`src/rtl/mem_arbiter.sv`:
```
// mem_arbiter: shares one external memory port between the I-cache line fill,
// the D-cache line fill and the D-cache dirty-line writeback.
//
// Whole-line bursts are serialised. Arbitration happens only in IDLE with fixed
// priority dc_wr_req > dc_rd_req > ic_req. An anti-starvation counter lets the
// I-cache win once STARVE_LIMIT consecutive D-cache grants have gone by while
// ic_req was pending.
//
// Ports:
//   clk, rst                     clock, synchronous active-high reset
//   ic_req/ic_addr/ic_gnt        I-cache read request, base address, accept pulse
//   ic_rvalid                    rd_data carries an I-cache beat
//   dc_rd_req/dc_rd_addr         D-cache read request and base address
//   dc_rd_gnt, dc_rvalid         D-cache accept pulse, D-cache read beat valid
//   rd_data, rd_last             shared read data (pass-through), final beat flag
//   dc_wr_req/dc_wr_addr         D-cache writeback request and base address
//   dc_wr_data, dc_wr_ready      writeback beat and its consume strobe
//   dc_wr_done                   one-cycle pulse after the last write beat
//   mem_addr                     latched base address of the active transaction
//   mem_rd_req/mem_rd_ack        read command handshake
//   mem_rd_valid/mem_rd_data     read beat from memory
//   mem_wr_req/mem_wr_data       write burst active, write beat to memory
//   mem_wr_ready                 memory accepts the write beat this cycle
module mem_arbiter #(
    parameter int unsigned ADDR_WIDTH   = 26,
    parameter int unsigned DATA_WIDTH   = 32,
    parameter int unsigned BURST_LEN    = 4,
    parameter int unsigned STARVE_LIMIT = 4
) (
    input  logic                  clk,
    input  logic                  rst,
    // I-cache fill
    input  logic                  ic_req,
    input  logic [ADDR_WIDTH-1:0] ic_addr,
    output logic                  ic_gnt,
    output logic                  ic_rvalid,
    // D-cache fill
    input  logic                  dc_rd_req,
    input  logic [ADDR_WIDTH-1:0] dc_rd_addr,
    output logic                  dc_rd_gnt,
    output logic                  dc_rvalid,
    // Shared read return
    output logic [DATA_WIDTH-1:0] rd_data,
    output logic                  rd_last,
    // D-cache writeback
    input  logic                  dc_wr_req,
    input  logic [ADDR_WIDTH-1:0] dc_wr_addr,
    input  logic [DATA_WIDTH-1:0] dc_wr_data,
    output logic                  dc_wr_ready,
    output logic                  dc_wr_done,
    // Memory controller
    output logic [ADDR_WIDTH-1:0] mem_addr,
    output logic                  mem_rd_req,
    input  logic                  mem_rd_ack,
    input  logic                  mem_rd_valid,
    input  logic [DATA_WIDTH-1:0] mem_rd_data,
    output logic                  mem_wr_req,
    output logic [DATA_WIDTH-1:0] mem_wr_data,
    input  logic                  mem_wr_ready
);

    localparam int unsigned BeatW   = $clog2(BURST_LEN);
    localparam int unsigned StarveW = $clog2(STARVE_LIMIT + 1);

    localparam logic [BeatW-1:0]   BeatLast    = BeatW'(BURST_LEN - 1);
    localparam logic [StarveW-1:0] StarveLimit = StarveW'(STARVE_LIMIT);

    typedef enum logic [1:0] {StIdle, StRdCmd, StRdData, StWrData} state_e;
    typedef enum logic {OwnIc, OwnDc} owner_e;
    typedef enum logic [1:0] {WinNone, WinIc, WinDcRd, WinDcWr} win_e;

    state_e                  state_q, state_d;
    owner_e                  owner_q, owner_d;
    logic [BeatW-1:0]        beat_q, beat_d;
    logic [StarveW-1:0]      starve_q, starve_d;
    logic [ADDR_WIDTH-1:0]   addr_q, addr_d;
    logic                    ic_gnt_q, ic_gnt_d;
    logic                    dc_rd_gnt_q, dc_rd_gnt_d;
    logic                    wr_done_q, wr_done_d;

    win_e                    win;
    logic                    rd_beat;
    logic                    wr_beat;

    // Arbitration winner for the current cycle; only acted upon in StIdle.
    always_comb begin
        win = WinNone;
        if (ic_req && (starve_q == StarveLimit)) begin
            win = WinIc;
        end else if (dc_wr_req) begin
            win = WinDcWr;
        end else if (dc_rd_req) begin
            win = WinDcRd;
        end else if (ic_req) begin
            win = WinIc;
        end
    end

    assign rd_beat = (state_q == StRdData) && mem_rd_valid;
    assign wr_beat = (state_q == StWrData) && mem_wr_ready;

    always_comb begin
        state_d     = state_q;
        owner_d     = owner_q;
        beat_d      = beat_q;
        starve_d    = starve_q;
        addr_d      = addr_q;
        ic_gnt_d    = 1'b0;
        dc_rd_gnt_d = 1'b0;
        wr_done_d   = 1'b0;

        unique case (state_q)
            StIdle: begin
                beat_d = '0;
                unique case (win)
                    WinIc: begin
                        state_d  = StRdCmd;
                        owner_d  = OwnIc;
                        addr_d   = ic_addr;
                        ic_gnt_d = 1'b1;
                    end
                    WinDcRd: begin
                        state_d     = StRdCmd;
                        owner_d     = OwnDc;
                        addr_d      = dc_rd_addr;
                        dc_rd_gnt_d = 1'b1;
                    end
                    WinDcWr: begin
                        state_d = StWrData;
                        owner_d = OwnDc;
                        addr_d  = dc_wr_addr;
                    end
                    default: ;
                endcase

                // Count D-cache grants that overtook a pending I-cache request.
                if (!ic_req || (win == WinIc)) begin
                    starve_d = '0;
                end else if (((win == WinDcRd) || (win == WinDcWr)) &&
                             (starve_q != StarveLimit)) begin
                    starve_d = starve_q + StarveW'(1);
                end
            end
            StRdCmd: begin
                if (mem_rd_ack) begin
                    state_d = StRdData;
                    beat_d  = '0;
                end
            end
            StRdData: begin
                if (mem_rd_valid) begin
                    beat_d = beat_q + BeatW'(1);
                    if (beat_q == BeatLast) begin
                        state_d = StIdle;
                    end
                end
            end
            StWrData: begin
                if (mem_wr_ready) begin
                    beat_d = beat_q + BeatW'(1);
                    if (beat_q == BeatLast) begin
                        state_d   = StIdle;
                        wr_done_d = 1'b1;
                    end
                end
            end
            default: state_d = StIdle;
        endcase
    end

    always_ff @(posedge clk) begin
        if (rst) begin
            state_q     <= StIdle;
            owner_q     <= OwnIc;
            beat_q      <= '0;
            starve_q    <= '0;
            addr_q      <= '0;
            ic_gnt_q    <= 1'b0;
            dc_rd_gnt_q <= 1'b0;
            wr_done_q   <= 1'b0;
        end else begin
            state_q     <= state_d;
            owner_q     <= owner_d;
            beat_q      <= beat_d;
            starve_q    <= starve_d;
            addr_q      <= addr_d;
            ic_gnt_q    <= ic_gnt_d;
            dc_rd_gnt_q <= dc_rd_gnt_d;
            wr_done_q   <= wr_done_d;
        end
    end

    always_comb begin
        ic_gnt      = ic_gnt_q;
        dc_rd_gnt   = dc_rd_gnt_q;
        dc_wr_done  = wr_done_q;
        mem_addr    = addr_q;
        mem_rd_req  = (state_q == StRdCmd);
        mem_wr_req  = (state_q == StWrData);
        mem_wr_data = dc_wr_data;
        dc_wr_ready = wr_beat;
        rd_data     = mem_rd_data;
        ic_rvalid   = rd_beat && (owner_q == OwnIc);
        dc_rvalid   = rd_beat && (owner_q == OwnDc);
        rd_last     = rd_beat && (beat_q == BeatLast);
    end

endmodule

```
`config.mk`:
```
export PLATFORM = sky130hd
export DESIGN_NAME = mem_arbiter
export DESIGN_NICKNAME = d
export VERILOG_FILES = /design/src/rtl/mem_arbiter.sv
export SDC_FILE = /design/constraint.sdc
export NUM_CORES = 1
export LEC_CHECK = 0
export BUFFER_PORTS_ARGS = -buffer_cell sky130_fd_sc_hd__buf_2
export CAP_MARGIN = 5
export CORE_AREA = 2 2 97 99
export CTS_BUF_LIST = sky130_fd_sc_hd__clkbuf_16
export CTS_CLUSTER_DIAMETER = 50
export DETAILED_ROUTE_END_ITERATION = 12
export DIE_AREA = 0 0 99 101
export PLACE_DENSITY = 0.74
export SYNTH_ARGS = -nofsm -noshare
export SYNTH_HDL_FRONTEND = slang
export SYNTH_SLANG_ARGS = --single-unit
```
`constraint.sdc`:
```
create_clock -name clk -period 1.55 [get_ports clk]
set_input_delay 0.0775 -clock clk [delete_from_list [all_inputs] [get_ports clk]]
set_output_delay 0.0775 -clock clk [all_outputs]
set_load 0.01 [all_outputs]
```
== After elaboration in Yosys (flattened, before gate mapping) ==
Index checks and enable logic that the tools add are counted.
Word-level totals
  register bits after elaboration: 37
  input bits: 150
Cells by class
  reduce and logical (&&, ||, !) cells: 23
  $add $sub $neg: 2
  eq/ne operators: 13
  bitwise logic cells: 4
  mux-type cells: 21
Operator list (count)
  $pmux W26 S3: 1
  $mux W2: 10
  $pmux W2 S4: 2
  $eq A2 B2 Y1 const B: 5
  $logic_and A1 B1 Y1: 7
  $mux W3: 2
  $ne A3 B3 Y1 const B: 2
  $reduce_and A2 Y1: 3
  $reduce_or A2 Y1: 3
  $eq A2 B1 Y1 const B: 2
  $mux W1: 4
  $ne A2 B1 Y1 const B: 2
  $not A1 Y1: 4
  $pmux W2 S2: 1
  $reduce_and A4 Y1: 1
  $reduce_bool A2 Y1: 2
  $add A3 B1 Y3 const B: 1
  $eq A3 B3 Y1 const B: 1
  $reduce_and A3 Y1: 1
  $reduce_bool A3 Y1: 1
  $reduce_or A3 Y1: 1
  $add A2 B1 Y2 const B: 1
  $logic_not A2 Y1: 1
  $logic_or A1 B1 Y1: 2
  3 further kinds: 3

== Depth between registers and ports, before layout ==
Gate-level depths: netlist of the first run.
  depth after elaboration: 9
  depth in mapped cells: 7
  depth with buffers taken out: 5

== Worst setup path before layout of the first run ==
OpenSTA, ideal clock, no wires.
  path type: reg2reg
  from: reg starve_q[0]
  to: reg addr_q[21] (netlist: mem_addr[21])
  period minus slack after synthesis: 1.560 ns
  arrival time: 1.426 ns
  required time: 1.416 ns
  stages on the path, launching flop included: 8
  library setup time: 0.134 ns
  path slack: -0.010 ns
  path buffers: 2
  cells stage by stage: dfxtp_1 > inv_1 > ha_1 > and3_1 > buf_4 > buf_4 > a221oi_1 > a211oi_1
Between the ends
  cells in the longest elaborated chain, start to end: 6
  elaborated cells on any way between the ends: 9
  classes of those cells: eq/ne (4); mux (2); reduce/logical (3)
RTL lines
  start, declared: RTL line 75  | logic [StarveW-1:0] starve_q, starve_d;
  start signal, assigned: RTL line 185  | starve_q <= starve_d;
  $eq A3 B3 Y1 *: RTL line 88  | if (ic_req && (starve_q == StarveLimit)) begin
  $logic_and A1 B1 Y1 *: RTL line 88
  $mux W2 *: RTL line 88
  $eq A2 B1 Y1 / $eq A2 B2 Y1 (equally long branches): RTL line 115  | unique case (win)
  $reduce_bool A3 Y1 (no line)
  $reduce_and A2 Y1 (no line)
  end signal, assigned: RTL line 186  | addr_q <= addr_d;
  end, declared: RTL line 76  | logic [ADDR_WIDTH-1:0] addr_q, addr_d;
Every way passes the cells marked *; elsewhere a longest branch is shown, timed or not.
A chain may end at the register's enable or synchronous reset.

== Worst setup path in the final report of the first run ==
  from: reg starve_q[0]
  to: reg addr_q[8] (netlist: mem_addr[8])
Same word-level chain as after synthesis.

==> impl_metrics.env, run 1 <==
export IMPL_status="finished, final reports clean"
export IMPL_post_dp_hpwl_um=6450
export IMPL_ir_drop_mv=0.407
export IMPL_io_pins=249
export IMPL_netlist_area_leader_share_pct=24.9
export IMPL_ys_seq_area_share_pct=24.9
export IMPL_crit_path_end_kind="flip-flop"
export IMPL_leakagePower_nw=1.68
export IMPL_slew_headroom_pct=61.7
export IMPL_grt_pass1_wl_um=14200
export IMPL_fin_skew_ps=3.68
export IMPL_synth_seq_cells=37
export IMPL_antenna_found_initial=0
export IMPL_clockBufferDepth=2
export IMPL_antenna_left=0
export IMPL_placeableCoreArea_um2=8980
export IMPL_drv_cap=0
export IMPL_die_w_um=99
export IMPL_postSynthAreaPerCell_um2=7.90
export IMPL_yosys_top_cells_area="dfxtp_1 25%, buf_4 17%, a221oi_1 7.7%"
export IMPL_rsz0062_at_grt="true"
export IMPL_synth_most_common_cell="buf_4"
export IMPL_grt_max_degree=28
export IMPL_synth_ff_type="dfxtp_1"
export IMPL_reg2reg_from="starve_q[0]"
export IMPL_design_area_um2=3670
export IMPL_finalCritPeriodShare_pct=98.7
export IMPL_cts_root_buf="clkbuf_16"
export IMPL_area_growth_pct=23.4
export IMPL_ys_types=37
export IMPL_worstMarginPinSlew_ps=574
export IMPL_htree_levels=2
export IMPL_die_area_um2=10000
export IMPL_holdBufCountCts=0
export IMPL_drt_initial_drc_count=114
export IMPL_cp_arrival_ps=1690
export IMPL_endpoint="mem_addr[8]"
export IMPL_place_inst=529
export IMPL_gp_congestion=0.718
export IMPL_syn_area_um2=2970
export IMPL_grt_pass1_vias=2963
export IMPL_finalSetupViolCount=0
export IMPL_synth_edf_count=0
export IMPL_fill_cells=933
export IMPL_r2r_end="mem_addr[8]"
export IMPL_cts_sinks=37
export IMPL_io_buffers=120
export IMPL_finalHoldWorstSlack_ps=145
export IMPL_startpoint="starve_q[0]"
export IMPL_overflow=0
export IMPL_rows=35
export IMPL_clk_pin_slew_ps=60
export IMPL_ys_warn_count=0
export IMPL_hold_violations=0
export IMPL_dr_pass1_iters=4
export IMPL_ys_async_sr_fraction_pct=0
export IMPL_cts_tree="done"
export IMPL_cp_max_fo=9
export IMPL_start_util_pct=33.1
export IMPL_reg2reg_slack_ps=20
export IMPL_power_density_nw_per_um2=947
export IMPL_worstPathRequired_ps=1710
export IMPL_antennaDiodeCount=0
export IMPL_drc=0
export IMPL_critical_path_class="reg2reg"
export IMPL_fin_crit_ps=1530
export IMPL_worst_hold_path_type="in2reg"
export IMPL_die_h_um=101
export IMPL_yosys_area_top_type="dfxtp_1"
export IMPL_stdcell_count=540
export IMPL_cts_made_buffers=5
export IMPL_syn_nets=529
export IMPL_rr_worst_depth=6
export IMPL_nNetsFinal=581
export IMPL_fmax_ghz=0.654
export IMPL_totalWireLength_um=9100
export IMPL_groute_usage_overall_pct=17.5
export IMPL_routedWlPerCell_um=16.8
export IMPL_slew_viol_final=0
export IMPL_crit_path_start_kind="flip-flop"
export IMPL_placed_area_um2=3230
export IMPL_synthTopCellsByCount="68 x buf_4, 37 x dfxtp_1, 33 x nand2_1, 31 x a21oi_1, 29 x nand2b_1"
export IMPL_vias=2993
export IMPL_clk_latency_ps=280
export IMPL_synthCells=376
export IMPL_layout_drive_gt1_share_pct=43.8
export IMPL_viasPerCell=5.54
export IMPL_final_core_util_pct=40.8
## registers in the layout, indices dropped and copies added, names as in the netlist
register	flops
owner_q	1
dc_wr_done	1
state_q	2
starve_q	3
beat_q	2
ic_gnt	1
dc_rd_gnt	1
mem_addr	26
## kinds of logic (layout without fill, tap and decap cells)
logic type,Yosys count,after routing,synth area share (%)
AOI/OAI and AO/OA,118,118,28.3
and+or+nand+nor,113,113,22.0
buffers and inverters,104,157,23.0
DFF,37,37,24.9
adders and majority gates,3,3,1.26
muxes,1,1,0.505
## placed cells by master, fill, tap and decap left out, types with 2 or more instances in the layout
cell type	Yosys	final
and3_1	4	3
nand2b_1	29	29
nand4_1	2	2
o21ai_0	2	2
a211oi_1	27	20
nor3_1	2	2
nor2_1	4	3
nor2b_1	2	2
a221oi_2	0	17
a2bb2oi_1	2	2
ha_1	3	2
a211oi_2	0	7
a221oi_4	0	3
inv_1	4	4
clkbuf_16	0	5
dfxtp_1	37	35
bufinv_16	0	2
nand3b_1	26	26
nand2_1	33	33
a21oi_1	31	30
a21o_1	26	26
dfxtp_2	0	2
a221oi_1	26	6
buf_4	68	22
nor2_2	1	2
or3_1	2	2
buf_2	18	120
## power breakdown
group	internal [mW]	total [mW]	switching, mW	leakage [nW]
logic	0.473	1.01	0.537	1.28
registers	1.06	1.13	0.0659	0.307
clock network	0.919	1.33	0.413	0.0938
total	2.46	3.47	1.02	1.68
## worst max-delay path, stage by stage (launching register included)
cell and delay [ps]:
dfxtp_2 330, inv_1 60, ha_2 190, and3_4 220, buf_4 180, a221oi_1 310, a211oi_1 120
## what timing repair did
action / 4_1_cts / 5_1_grt
endpoints found under the hold margin: 0 / 0
endpoints found under the setup margin: 25 / 28
pin swaps: 0 / 3
gates cloned: 1 / 0
gates resized for setup: 14 / 22
setup buffers: 0 / 2
## final cells by class
type                            instances  area [µm²]  share of cell area, %
Multi-Input combinational cell        235        1750                   47.8
Sequential cell                        37         743                   20.3
Timing Repair Buffer                  145         825                   22.5
Clock inverter                          3        65.1                   1.77
Clock buffer                            5         125                   3.41
Tap cell                              111         139                   3.79
Inverter                                4        15.0                  0.410
## per-stage QoR
step	TNS [ps]	worst slack [ps]	total power, mW
3_3_place_gp	0	37.2	2.03
4_1_cts	0	1.83	3.43
6_report	0	20.2	3.47
5_1_grt	-313	-43.4	3.66
2_1_floorplan	-194	-9.72	1.86
3_5_place_dp	-408	-47.4	2.06
## per-layer routing
layer | up-vias | GRT usage (%) | wire length, µm
li1 | 1396 | - | -
met1 | 1446 | 20.8 | 3710
met2 | 131 | 29.4 | 4390
met3 | 20 | 5.48 | 820
met4 | 0 | 6.64 | 179
met5 | - | 0 | 0
## worst min-delay path by stage
| stage | startpoint | end | slack, ps | cells after the start |
|---|---|---|---|---|
| 6_report | dc_wr_addr[17] | mem_addr[17] | 140 | 4 |
| 5_1_grt | mem_rd_data[0] | rd_data[0] | 160 | 0 |
| 4_1_cts | mem_rd_ack | state_q[1] | 140 | 4 |
| 3_5_place_dp | dc_wr_data[21] | mem_wr_data[21] | 160 | 0 |
| 3_3_place_gp | dc_wr_data[21] | mem_wr_data[21] | 160 | 0 |
| 2_1_floorplan | dc_wr_data[0] | mem_wr_data[0] | 250 | 1 |
Power figures use the tool's default switching activity.
==> inputs of run 2 (changes only) <==
--- a/config.mk
+++ b/config.mk
@@ -7,12 +7,13 @@
 export LEC_CHECK = 0
 export BUFFER_PORTS_ARGS = -buffer_cell sky130_fd_sc_hd__buf_2
 export CAP_MARGIN = 5
-export CORE_AREA = 2 2 97 99
+export CELL_PAD_IN_SITES_DETAIL_PLACEMENT = 1
+export CELL_PAD_IN_SITES_GLOBAL_PLACEMENT = 1
+export CORE_UTILIZATION = 23
 export CTS_BUF_LIST = sky130_fd_sc_hd__clkbuf_16
 export CTS_CLUSTER_DIAMETER = 50
 export DETAILED_ROUTE_END_ITERATION = 12
-export DIE_AREA = 0 0 99 101
-export PLACE_DENSITY = 0.74
+export PLACE_DENSITY_LB_ADDON = 0.1
 export SYNTH_ARGS = -nofsm -noshare
 export SYNTH_HDL_FRONTEND = slang
 export SYNTH_SLANG_ARGS = --single-unit
==> run 2 against run 1 <==
Compared with the run above: clock power decreased by 27%; via count shrank 3.7%; critical endpoint is now mem_addr[7]; largest power group is now sequential cells; die area rose by 34%; non-clock buffer count increased by 4; cell count is 12% higher.
==> impl_metrics.env, run 2 (synthesis results as in run 1) <==
export IMPL_status="finished, final reports clean"
export IMPL_pwr_share_comb_pct=33.3
export IMPL_holdBufCountCts=0
export IMPL_reg2reg_slack_ps=10
export IMPL_cts_tree="done"
export IMPL_setup_slack_ps=12.3
export IMPL_vias=2882
export IMPL_rr_worst_depth=6
export IMPL_placeableCoreArea_um2=12600
export IMPL_antenna_found_initial=0
export IMPL_fmax_ghz=0.650
export IMPL_layout_commonest_cell="buf_2"
export IMPL_stdcell_count=604
export IMPL_totalWireLength_um=10400
export IMPL_worst_hold_path_type="in2reg"
export IMPL_crit_path_end_kind="flip-flop"
export IMPL_largest_reg_flops=26
export IMPL_cts_made_buffers=5
export IMPL_gp_congestion=0.687
export IMPL_cts_root_buf="clkbuf_16"
export IMPL_finalCritPeriodShare_pct=99.2
export IMPL_die_area_um2=13400
export IMPL_worstMarginPinSlew_ps=515
export IMPL_placed_area_um2=3350
export IMPL_p_clk_share_pct=30.9
export IMPL_drt_initial_drc_count=128
export IMPL_start_util_pct=23.5
export IMPL_ir_drop_mv=0.383
export IMPL_p_seq_share_pct=35.8
export IMPL_die_h_um=116
export IMPL_p_int_mw=2.14
export IMPL_htree_levels=2
export IMPL_worstPathRequired_ps=1700
export IMPL_antenna_left=0
export IMPL_finalSetupViolCount=0
export IMPL_clk_pin_slew_ps=60
export IMPL_antennaDiodeCount=0
export IMPL_final_setup_tns_ps=0
export IMPL_holdPathStages=3
export IMPL_drv_cap=0
export IMPL_groute_usage_overall_pct=15.6
export IMPL_io_buffers=120
export IMPL_grt_pass1_vias=2978
export IMPL_hold_end="starve_q[1]"
export IMPL_post_dp_hpwl_um=7310
export IMPL_min_from="ic_req"
export IMPL_sw_frac_of_total_pct=32.4
export IMPL_io_pins=249
export IMPL_rsz0062_at_grt="true"
export IMPL_cp_arrival_ps=1690
export IMPL_p_sw_mw=1.02
export IMPL_power_density_nw_per_um2=845
export IMPL_die_w_um=116
export IMPL_viasPerCell=4.77
export IMPL_place_inst=594
export IMPL_clockBufferDepth=2
export IMPL_drc=0
export IMPL_slew_headroom_pct=65.7
export IMPL_area_growth_pct=25.8
export IMPL_hold_violations=0
export IMPL_slew_viol_final=0
export IMPL_clk_latency_ps=280
export IMPL_grt_max_degree=31
export IMPL_dr_pass1_iters=6
export IMPL_design_area_um2=3740
export IMPL_reg2reg_from="starve_q[0]"
export IMPL_r2r_end="mem_addr[7]"
export IMPL_finalPower_mw=3.16
export IMPL_layout_drive_gt1_share_pct=44.0
export IMPL_critical_path_class="reg2reg"
export IMPL_place_ws_ps=-50.8
export IMPL_layout_common_cells="120 x buf_2, 36 x dfxtp_1, 33 x nand2_1"
export IMPL_cts_sinks=37
export IMPL_cp_max_fo=19
export IMPL_overflow=0
export IMPL_crit_path_start_kind="flip-flop"
export IMPL_fill_cells=1553
export IMPL_nNetsFinal=585
export IMPL_routedWlPerCell_um=17.2
export IMPL_leakagePower_nw=1.67
export IMPL_fin_skew_ps=8.61
export IMPL_fin_crit_ps=1540
export IMPL_grt_pass1_wl_um=16100
export IMPL_rows=41
==> run 2: timing repair <==
item | 4_1_cts | 5_1_grt
buffers inserted | 0 | 1
pin swaps | 0 | 2
cloned | 1 | 1
setup endpoints to repair | 25 | 24
resized for setup | 18 | 16
==> run 2: power by group through the flow <==
stage	combinational, mW	clock (mW)	sequential, mW
global route	1.16	1.04	1.15
CTS	1.02	1.02	1.13
floorplan	0.675	0	1.18
finish	1.05	0.976	1.13
detailed placement	0.966	0	1.15
global placement	0.950	0	1.15
==> run 2: final cells by class <==
class	count	area, µm²	share of cell area (%)
Tap cell	172	215	5.76
Sequential cell	37	742	19.9
Clock inverter	2	11.3	0.301
Multi-Input combinational cell	235	1730	46.3
Timing Repair Buffer	149	897	24.0
Clock buffer	5	125	3.35
Inverter	4	15.0	0.402
==> run 2: critical path, cell delays in order, from the launching register on <==
cell and delay, ps:
dfxtp_2 330, inv_1 50, ha_2 170, and3_4 200, buf_12 160, a221oi_1 370, a211oi_2 120
==> run 2: routing by layer <==
layer | share of wire (%) | wire length (µm) | global-route usage [%]
met4 | 0.95 | 99 | 4.10
met2 | 46 | 4770 | 25.4
met1 | 47 | 4870 | 20.5
met5 | 0 | 0 | 0
met3 | 6.3 | 655 | 3.82
==> run 2: how the worst max path moves through the flow <==
stage           startpoint           end  slack [ps]  cells past startpoint
6_report       starve_q[0]   mem_addr[7]          10                      6
3_3_place_gp   starve_q[0]   mem_addr[3]           3                      6
3_5_place_dp   starve_q[0]   mem_addr[2]         -50                      6
4_1_cts        starve_q[0]  mem_addr[20]           2                      6
2_1_floorplan  starve_q[0]  mem_addr[10]         -10                      7
5_1_grt        starve_q[0]   mem_addr[7]         -30                      6
==> run 2: metrics by stage <==
step | hold WS (ps) | util, %
2_1_floorplan | 247 | -
5_1_grt | 155 | 29.6
4_1_cts | 130 | 28.6
6_report | 133 | 29.6
3_5_place_dp | 155 | 26.5
3_3_place_gp | 155 | 26.5
